$ cat src/rtl/scariv_pred_ras.sv
// scariv_pred_ras
// ----------------------------------------------------------------------------
// Return address stack for the front-end predictor. It sits beside the
// gshare/BTB logic in the fetch stage, consumes decoded call/return hints and
// is restored from a checkpoint by the branch-resolution path.
//
// Parameters:
//   ENTRY_SIZE : stack depth, power of two, >= 2
//   ADDR_W     : return-address width
//   PTR_W      : derived pointer width, not meant to be overridden
//
// Ports:
//   i_clk, i_reset           : clock, synchronous active-high reset
//   i_push_valid/i_push_addr : call detected, push the return address
//   i_pop_valid              : return detected, pop
//   i_recover_valid/_ptr/_cnt: misprediction restore of tos and occupancy
//   i_recover_top_addr       : checkpointed top entry (macro only)
//   o_top_valid/o_top_addr   : predicted return target, valid when cnt != 0
//   o_ckpt_ptr/o_ckpt_cnt    : current tos/occupancy for branch snapshots
//   o_ckpt_top_addr          : current top entry (macro only)
//   o_overflow/o_underflow   : registered one-cycle event pulses
//
// Handshake: every request input is a one-cycle valid strobe with no ready;
// the stack accepts one operation per cycle and never back-pressures.
//
// Configuration: define SCARIV_RAS_TOP_RESTORE_EN to add the top-entry
// checkpoint ports; recovery then also rewrites mem[i_recover_ptr].
// ----------------------------------------------------------------------------
module scariv_pred_ras #(
    parameter int ENTRY_SIZE = 16,
    parameter int ADDR_W     = 39,
    parameter int PTR_W      = $clog2(ENTRY_SIZE)
) (
    input  logic              i_clk,
    input  logic              i_reset,
    input  logic              i_push_valid,
    input  logic [ADDR_W-1:0] i_push_addr,
    input  logic              i_pop_valid,
    input  logic              i_recover_valid,
    input  logic [PTR_W-1:0]  i_recover_ptr,
    input  logic [PTR_W:0]    i_recover_cnt,
`ifdef SCARIV_RAS_TOP_RESTORE_EN
    input  logic [ADDR_W-1:0] i_recover_top_addr,
    output logic [ADDR_W-1:0] o_ckpt_top_addr,
`endif
    output logic              o_top_valid,
    output logic [ADDR_W-1:0] o_top_addr,
    output logic [PTR_W-1:0]  o_ckpt_ptr,
    output logic [PTR_W:0]    o_ckpt_cnt,
    output logic              o_overflow,
    output logic              o_underflow
);

    localparam logic [PTR_W:0]   CNT_FULL = (PTR_W+1)'(ENTRY_SIZE);
    localparam logic [PTR_W-1:0] TOS_INIT = PTR_W'(ENTRY_SIZE - 1);

    logic [ADDR_W-1:0] mem [ENTRY_SIZE];
    logic [PTR_W-1:0]  tos;
    logic [PTR_W:0]    cnt;
    logic              overflow;
    logic              underflow;

    // Pointer arithmetic wraps naturally in PTR_W bits since depth is 2^PTR_W.
    logic [PTR_W-1:0] tos_inc;
    logic [PTR_W-1:0] tos_dec;
    logic             stack_empty;
    logic [PTR_W:0]   recover_cnt_clamped;

    always_comb begin
        tos_inc             = tos + 1'b1;
        tos_dec             = tos - 1'b1;
        stack_empty         = (cnt == '0);
        // Out-of-range checkpoints are illegal; saturate rather than corrupt.
        recover_cnt_clamped = (i_recover_cnt > CNT_FULL) ? CNT_FULL : i_recover_cnt;
    end

    always_ff @(posedge i_clk) begin
        if (i_reset) begin
            tos       <= TOS_INIT;
            cnt       <= '0;
            overflow  <= 1'b0;
            underflow <= 1'b0;
            for (int i = 0; i < ENTRY_SIZE; i++) begin
                mem[i] <= '0;
            end
        end else begin
            overflow  <= 1'b0;
            underflow <= 1'b0;
            if (i_recover_valid) begin
                // Recovery wins over any same-cycle push/pop from the wrong path.
                tos <= i_recover_ptr;
                cnt <= recover_cnt_clamped;
`ifdef SCARIV_RAS_TOP_RESTORE_EN
                mem[i_recover_ptr] <= i_recover_top_addr;
`endif
            end else if (i_push_valid && i_pop_valid && !stack_empty) begin
                // Call and return together: replace the top in place.
                mem[tos] <= i_push_addr;
            end else if (i_push_valid) begin
                tos          <= tos_inc;
                mem[tos_inc] <= i_push_addr;
                if (cnt == CNT_FULL) begin
                    // Oldest entry is overwritten; occupancy stays saturated.
                    overflow <= 1'b1;
                end else begin
                    cnt <= cnt + 1'b1;
                end
            end else if (i_pop_valid) begin
                if (stack_empty) begin
                    underflow <= 1'b1;
                end else begin
                    tos <= tos_dec;
                    cnt <= cnt - 1'b1;
                end
            end
        end
    end

    always_comb begin
        o_top_valid = !stack_empty;
        o_top_addr  = mem[tos];
        o_ckpt_ptr  = tos;
        o_ckpt_cnt  = cnt;
        o_overflow  = overflow;
        o_underflow = underflow;
`ifdef SCARIV_RAS_TOP_RESTORE_EN
        o_ckpt_top_addr = mem[tos];
`endif
    end

endmodule

$ cat config.mk
export PLATFORM = sky130hd
export DESIGN_NAME = scariv_pred_ras
export DESIGN_NICKNAME = d
export VERILOG_FILES = /design/src/rtl/scariv_pred_ras.sv
export SDC_FILE = /design/constraint.sdc
export NUM_CORES = 1
export LEC_CHECK = 0
export CAP_MARGIN = 20
export CORE_ASPECT_RATIO = 1.25
export CORE_UTILIZATION = 25
export DETAILED_ROUTE_END_ITERATION = 16
export MAX_ROUTING_LAYER = met4
export SYNTH_ARGS = -nofsm -noshare
export SYNTH_HDL_FRONTEND = slang
export SYNTH_SLANG_ARGS = --single-unit
$ cat constraint.sdc
create_clock -name i_clk -period 4.8 [get_ports i_clk]
set_input_delay 0.72 -clock i_clk [delete_from_list [all_inputs] [get_ports i_clk]]
set_output_delay 0.72 -clock i_clk [all_outputs]
set_load 0.05 [all_outputs]
==> flow_summary.yaml <==
drt:
  drtIter0Drc: 1734
  firstDrtPassIters: 5
  vias: 17550
  ant_nets: 0
  drt-total-wl_um: 85210
  vias_per_cell: 5.061
  wl_per_cell_um: 24.58
  drc: 0
place:
  gp_congestion: 0.8267
  place_hpwl_um: 49690
  place_ws_ns: 0.4183
  placed_cells: 3343
  portBuffers: 103
grt:
  grt_usage_pct: 14.74
  grt_pass1_vias: 18200
  grt_pass1_wl_um: 125200
  antenna_found_initial: 10
  grt_max_degree: 154
  grt-ovfl-total: 0
timing:
  tightest_slew_ns: 1.112
  fin_crit_sh_pct: 89.55
  setup_viol: 0
  slew_headroom_pct: 25.85
  worst_hold_slack_ns: 0.6232
  fin_skew_ns: 0.02673
  finalWorstSetupSlack_ns: 0.5016
  maxSlewViolCount: 0
  rsz0062_at_grt: "false"
  fmax_mhz: 232.6
  hold_viol: 0
  tns_ns: 0
  min_period_ns: 4.298
clock_tree:
  cts_max_level: 3
  clk_latency_ns: 0.60
  cts_tree: "built"
  clockRootBuffer: "clkbuf_16"
  cts_max_path_buffers: 3
  cts_hold_buf: 0
  ctsResizeCount: 0
  cts_setup_buffers: 0
  clk_pin_slew_ns: 0.06
  cts.sink_count: 639
  tritoncts.num_buffers: 66
power_and_ir_drop:
  p_leak_nw: 13.38
  p_per_area_nw_per_um2: 402.0
  peakVddDrop_mv: 0.2539
floorplan:
  coreArea_um2: 116800
  die_h_um: 386.1
  fp.dieW_um: 309.3
  initial_core_util_pct: 25.25
  die_area_um2: 119400
  placementRows: 140
  ios: 104
synthesis:
  syn_area_um2: 29510
  synth_cell_types: 50
  ys_seq_elements: 639
  synth.top_cells.by_area: "edfxtp_1 (64%), mux4_2 (15%), and3_1 (9.6%)"
  ys.flop_type: "edfxtp_1"
  postSynthAreaPerCell_um2: 16.13
  async_flop_share_pct: 0
  yosysSeqAreaShare_pct: 64.52
  yosys_warnings: 0
  synth_top_cell_by_area: "edfxtp_1"
  synth_fp_nets: 1888
  synth_top_area_share_pct: 63.50
  synth_enable_flop_cells: 624
  synthCells: 1829
critical_path:
  crit_chain: "buf_12 -> mux4_2 -> mux4_2 -> clkdlybuf4s50_1"
  path_common_cell: "mux4_2"
  arrival_ns: 3.58
  crit_fanout: 29
  startpoint_type: "flop"
  r2r-start: "o_ckpt_cnt[0]$_SDFFE_PP0P_"
  crit_path_end_kind: "primary output"
  slowest_delay_ns: 0.77
  critPathSlowestCell: "dfxtp_4"
  reg2reg_depth: 6
  reg2reg_setup_slack_ns: 1.28
  critPathKind: "flop to primary output"
  required_ns: 4.08
  r2r_end: "mem[7][15]$_SDFFCE_PN0P_"
min_path:
  min_path_cells: 2
  hp-class: "flop to flop"
  min_to: "o_ckpt_cnt[2]$_SDFFE_PP0P_"
  hp-start: "o_ckpt_cnt[2]$_SDFFE_PP0P_"
finish:
  finalNetCount: 1908
  layout_common_cells: "edfxtp_1 (624), and3_1 (451), mux4_2 (195)"
  final_common_cell: "edfxtp_1"
  area_delta_synth_final_pct: 17.85
  drive_gt1_share_pct: 22.65
  instances_no_fill: 3467
outcome:
  status: "completed"
run:
  cap_violations: 0
==> logic make-up after synthesis <==
group | Yosys count | synth area share, %
buffers and inverters | 238 | 3.235
flip-flops | 639 | 64.52
AO/OA/AOI/OAI | 47 | 1.141
multiplexers | 205 | 15.23
XOR/XNOR | 8 | 0.2375
adder cells (fa/ha/maj) | 6 | 0.2799
AND/OR/NAND/NOR | 686 | 15.35
==> synth_stat cells (3+ instances only) <==
cell type and instances:
a21oi_1 8, nor4b_2 24, inv_1 10, and3_1 451
buf_1 13, dfxtp_1 15, nand2b_1 4, xnor2_1 7
nor4b_1 10, ha_1 5, clkbuf_1 191, buf_6 5
a21o_1 17, and4_1 39, nor2_1 21, nor3_1 60
mux2i_1 8, nand3_1 3, mux4_2 195, nor4_1 6
o21ai_0 4, buf_2 19, nor3b_1 37, nand2_1 18
edfxtp_1 624
==> state kept, by name, summed over array words and instances (netlist names), named ones only <==
name         cells
mem            624
o_ckpt_cnt       5
o_underflow      1
o_overflow       1
o_ckpt_ptr       4
==> per-layer routing <==
layer / vias up / GRT usage (%) / wire, µm / share of wire [%]
met3: 119 / 2.446 / 6291 / 7.4
li1: 7429 / - / - / -
met4: 0 / 3.979 / 1744 / 2.0
met2: 785 / 25.00 / 43470 / 51
met1: 9214 / 18.12 / 33700 / 40
met5: - / - / 0 / 0
==> cell type report <==
type	count	area, µm²
antenna	11	27.53
clock buffer	84	1803
clock inverter	29	344.1
fill	11450	82060
inverter	10	37.54
multi-input combinational	952	9661
sequential	639	19050
tap	1562	1954
timing repair buffer	180	1897
==> report_power, final <==
group / switching (W) / internal, W
clock: 0.00210 / 0.00308
sequential: 0.000134 / 0.00636
combinational: 0.00145 / 0.000866
total: 0.00368 / 0.0103
==> critical path: cells and delay by family, from the launching register on <==
kind	cells	cell delay, ns
buffers and inverters	2	1.10
DFF	1	0.77
muxes	2	1.08
==> metrics by stage <==
step / total power, W / instance area, µm² / util [%]
2_1_floorplan: 0.008029 / 29510 / -
3_3_place_gp: 0.008907 / 32600 / 27.90
3_5_place_dp: 0.008954 / 32600 / 27.90
4_1_cts: 0.01410 / 34750 / 29.74
5_1_grt: 0.01442 / 34770 / 29.76
6_report: 0.01398 / 34770 / 29.76
==> worst max-delay path by stage <==
stage	to	slack (ns)	startpoint	cells past startpoint
finish	o_top_addr[28]	0.50	flop	4
global route	o_top_addr[28]	0.33	flop	4
CTS	o_top_addr[28]	0.40	flop	4
detailed placement	mem[7][15]$_SDFFCE_PN0P_	0.42	i_reset	6
global placement	mem[7][17]$_SDFFCE_PN0P_	0.55	i_reset	6
floorplan	mem[15][0]$_SDFFCE_PN0P_	0.13	o_ckpt_ptr[0]$_SDFFE_PP1N_	8
(Power assumes the default switching activity.)
==> RTL change (same flow settings) <==
Change the parameter `ENTRY_SIZE` from 16 to 32.
--- a/src/rtl/scariv_pred_ras.sv
+++ b/src/rtl/scariv_pred_ras.sv
@@ -27,7 +27,7 @@
 // checkpoint ports; recovery then also rewrites mem[i_recover_ptr].
 // ----------------------------------------------------------------------------
 module scariv_pred_ras #(
-    parameter int ENTRY_SIZE = 16,
+    parameter int ENTRY_SIZE = 32,
     parameter int ADDR_W     = 39,
     parameter int PTR_W      = $clog2(ENTRY_SIZE)
 ) (
Ports: changed (resized i_recover_cnt, i_recover_ptr, o_ckpt_cnt and o_ckpt_ptr); port bits go from 104 to 108. No check against the original RTL was run, so the function may have changed too.
==> RTL change against the original RTL <==
Final cell count increased by 91%. Critical path type unchanged. Count of clock-buffer cells in the layout increased by 57. Via count increased by 97%. Critical endpoint is now o_top_addr[27]. Sequential power increased by 96%. Synthesized area increased by 93%. Setup slack got worse by 0.30 ns. Clock skew decreased by 0.010 ns. Design area increased by 89%. Routed wire length increased by 100%. Global-route usage increased by 0.37 points. Power increased by 86%. Sequential cell count increased by 627. Largest cell class unchanged. Critical path depth increased by 2.
==> RTL change: results (changes against the original RTL) <==
[critical_path]
path_delay_family=multiplexers
crit_arrival_ns=3.88  ; +0.30 ns
r2r-start=o_ckpt_cnt[0]
slowest_delay_ns=0.73  ; -0.04 ns
slowest_stage=clkdlybuf4s50_1
reg2reg_depth=8  ; +2
rrSetupSlack_ns=0.90  ; -0.38 ns
reg2reg_to=mem[2][32]
crit_fanout=25  ; -14%

[hold_path]
worstHoldEndpoint=o_ckpt_cnt[0]
min_path_type=in2reg
min_path_cells=3  ; +1
min_from=i_recover_cnt[0]

[global_route]
grt_pass1_vias=34800  ; +91%
antenna_found_initial=15  ; +5
grt_pass1_wl_microns=250000  ; +99%
grt.total_usage_pct=15.1  ; +0.37 points
grt_max_degree=139  ; -9.7%

[cts]
cts_max_level=3  ; unchanged
cts_resized=0  ; unchanged
clock_path_buffers=3  ; unchanged
clkTransAtPathRegs_ns=0.06  ; about the same
cts-root-buf=clkbuf_16
clock_latency_ns=0.76  ; +0.16 ns
cts_made_buffers=117  ; +77%

[place]
place_inst=6405  ; +92%
place_congestion=0.774  ; -6.3%
hpwlAfterDp_microns=94700  ; +91%
portBuffers=107  ; +3.9%

[finish]
fillCellCount=22400  ; +96%
regMostFlops=mem
drive_gt1_share_pct=22.6  ; -0.072 points
finalNetCount=3636  ; +91%
largest_reg_flops=1248  ; +100%
fin_cells=6639  ; +91%

[sta]
setup_violations=0  ; unchanged
skew_ns=0.0167  ; -0.0101 ns
tightestPinTransition_ns=1.01  ; -0.105 ns

[synth]
synth_edf_count=1248  ; +100%
ys_types=59  ; +18%
synthArstFlopShare_pct=0  ; unchanged
netlist_instances=3659  ; +100%
synth_area_leaders=edfxtp_1 66%, mux4_2 15%, nor3_1 11%
synth.top_cells.by_count=1251 x nor3_1, 1248 x edfxtp_1, 390 x mux4_2, 234 x buf_2, 228 x clkbuf_1
seq_area_frac_synth_pct=66.5  ; +2.0 points
yosysWarnings=0  ; unchanged

[drt]
drcViolationCount=0  ; unchanged
finalWirelength_microns=171000  ; +100%
drt_iter0_drc=3375  ; +95%
avgViaCountPerCell=5.20  ; +2.7%
first_pass_iters=5  ; unchanged

[outcome]
outcome=completed

[power_and_ir_drop]
p_leak_nw=20.3  ; +51%
ir_drop_mv=0.310  ; +22%

## RTL change: changes by cell type in the layout (fill, tap and decap cells not counted), sizes merged, moves of 37 or more
cell	unedited run	this run
clkinv	17	72
nor3	60	1251
nand2	18	90
buf	77	184
mux2	2	39
and4	39	1
edfxtp	624	1248
mux4	195	390
and3	451	1
clkbuf	84	141
## RTL change: worst max path at each step
stage	startpoint	endpoint	slack [ns]	cells after the start
final	register	o_top_addr[27]	0.20	6
after global routing	register	o_top_addr[25]	0.13	6
after CTS	register	o_top_addr[12]	0.12	6
after detailed placement	i_push_valid	mem[2][32]	0.31	8
after global placement	i_push_valid	mem[7][33]	0.38	8
after floorplan	o_ckpt_cnt[0]	mem[17][0]	-0.76	8
## RTL change: stage by stage
step / power, mW / hold WS [ns] / worst slack (ns) / setup TNS, ns / cell area (sq um)
CTS: 26.2 / 0.464 / 0.122 / 0 / 65700
global placement: 17.3 / 0.585 / 0.378 / 0 / 62100
floorplan: 15.7 / 0.814 / -0.755 / -574.30 / 56900
finish: 26.0 / 0.536 / 0.202 / 0 / 65700
detailed placement: 17.4 / 0.608 / 0.312 / 0 / 62100
global route: 26.7 / 0.586 / 0.126 / 0 / 65700
## RTL change: metal layers
metal	vias up	share of wire [%]	GRT usage (%)
met3	204	7.3	2.25
met1	18300	40	19.1
met4	0	2.0	3.58
met5	-	0	-
li1	14500	-	-
met2	1452	51	25.5
## RTL change: layout make-up
class	instances	area share, %
flip-flops and latches	1266	57.6
diodes	8	0.0305
clock buffers	141	4.66
repair buffers	272	4.70
multi-input cells	1912	26.5
inverters	5	0.0286
well taps	2955	5.63
clock inverters	80	0.807
## RTL change: power by group
| part | leakage, nW | total (mW) | internal, mW | switching [mW] |
|---|---|---|---|---|
| logic | 5.42 | 4.36 | 1.50 | 2.86 |
| registers | 13.1 | 12.7 | 12.5 | 0.183 |
| clock network | 1.76 | 8.91 | 4.71 | 4.20 |
## RTL change: cell families after synthesis
group	count (synthesis)	share of synthesized area, %
xor+xnor	9	0.139
flops	1266	66.5
fa+ha+maj	7	0.167
compound gates	91	1.19
simple gates	1373	12.0
mux	432	16.3
buf+inv	481	3.71
## RTL change: repair_timing
item / CTS / global route
setup endpoints to repair: 9 / 0
hold endpoints to repair: 0 / 0
buffers inserted: 5 / 0
## RTL change: worst register-to-register path: cells and delay by family (launching register included)
family | cells | cell delay, ns
buffers and inverters | 3 | 1.52
and+or+nand+nor | 4 | 1.43
DFF | 1 | 0.45
AOI/OAI and AO/OA | 1 | 0.23
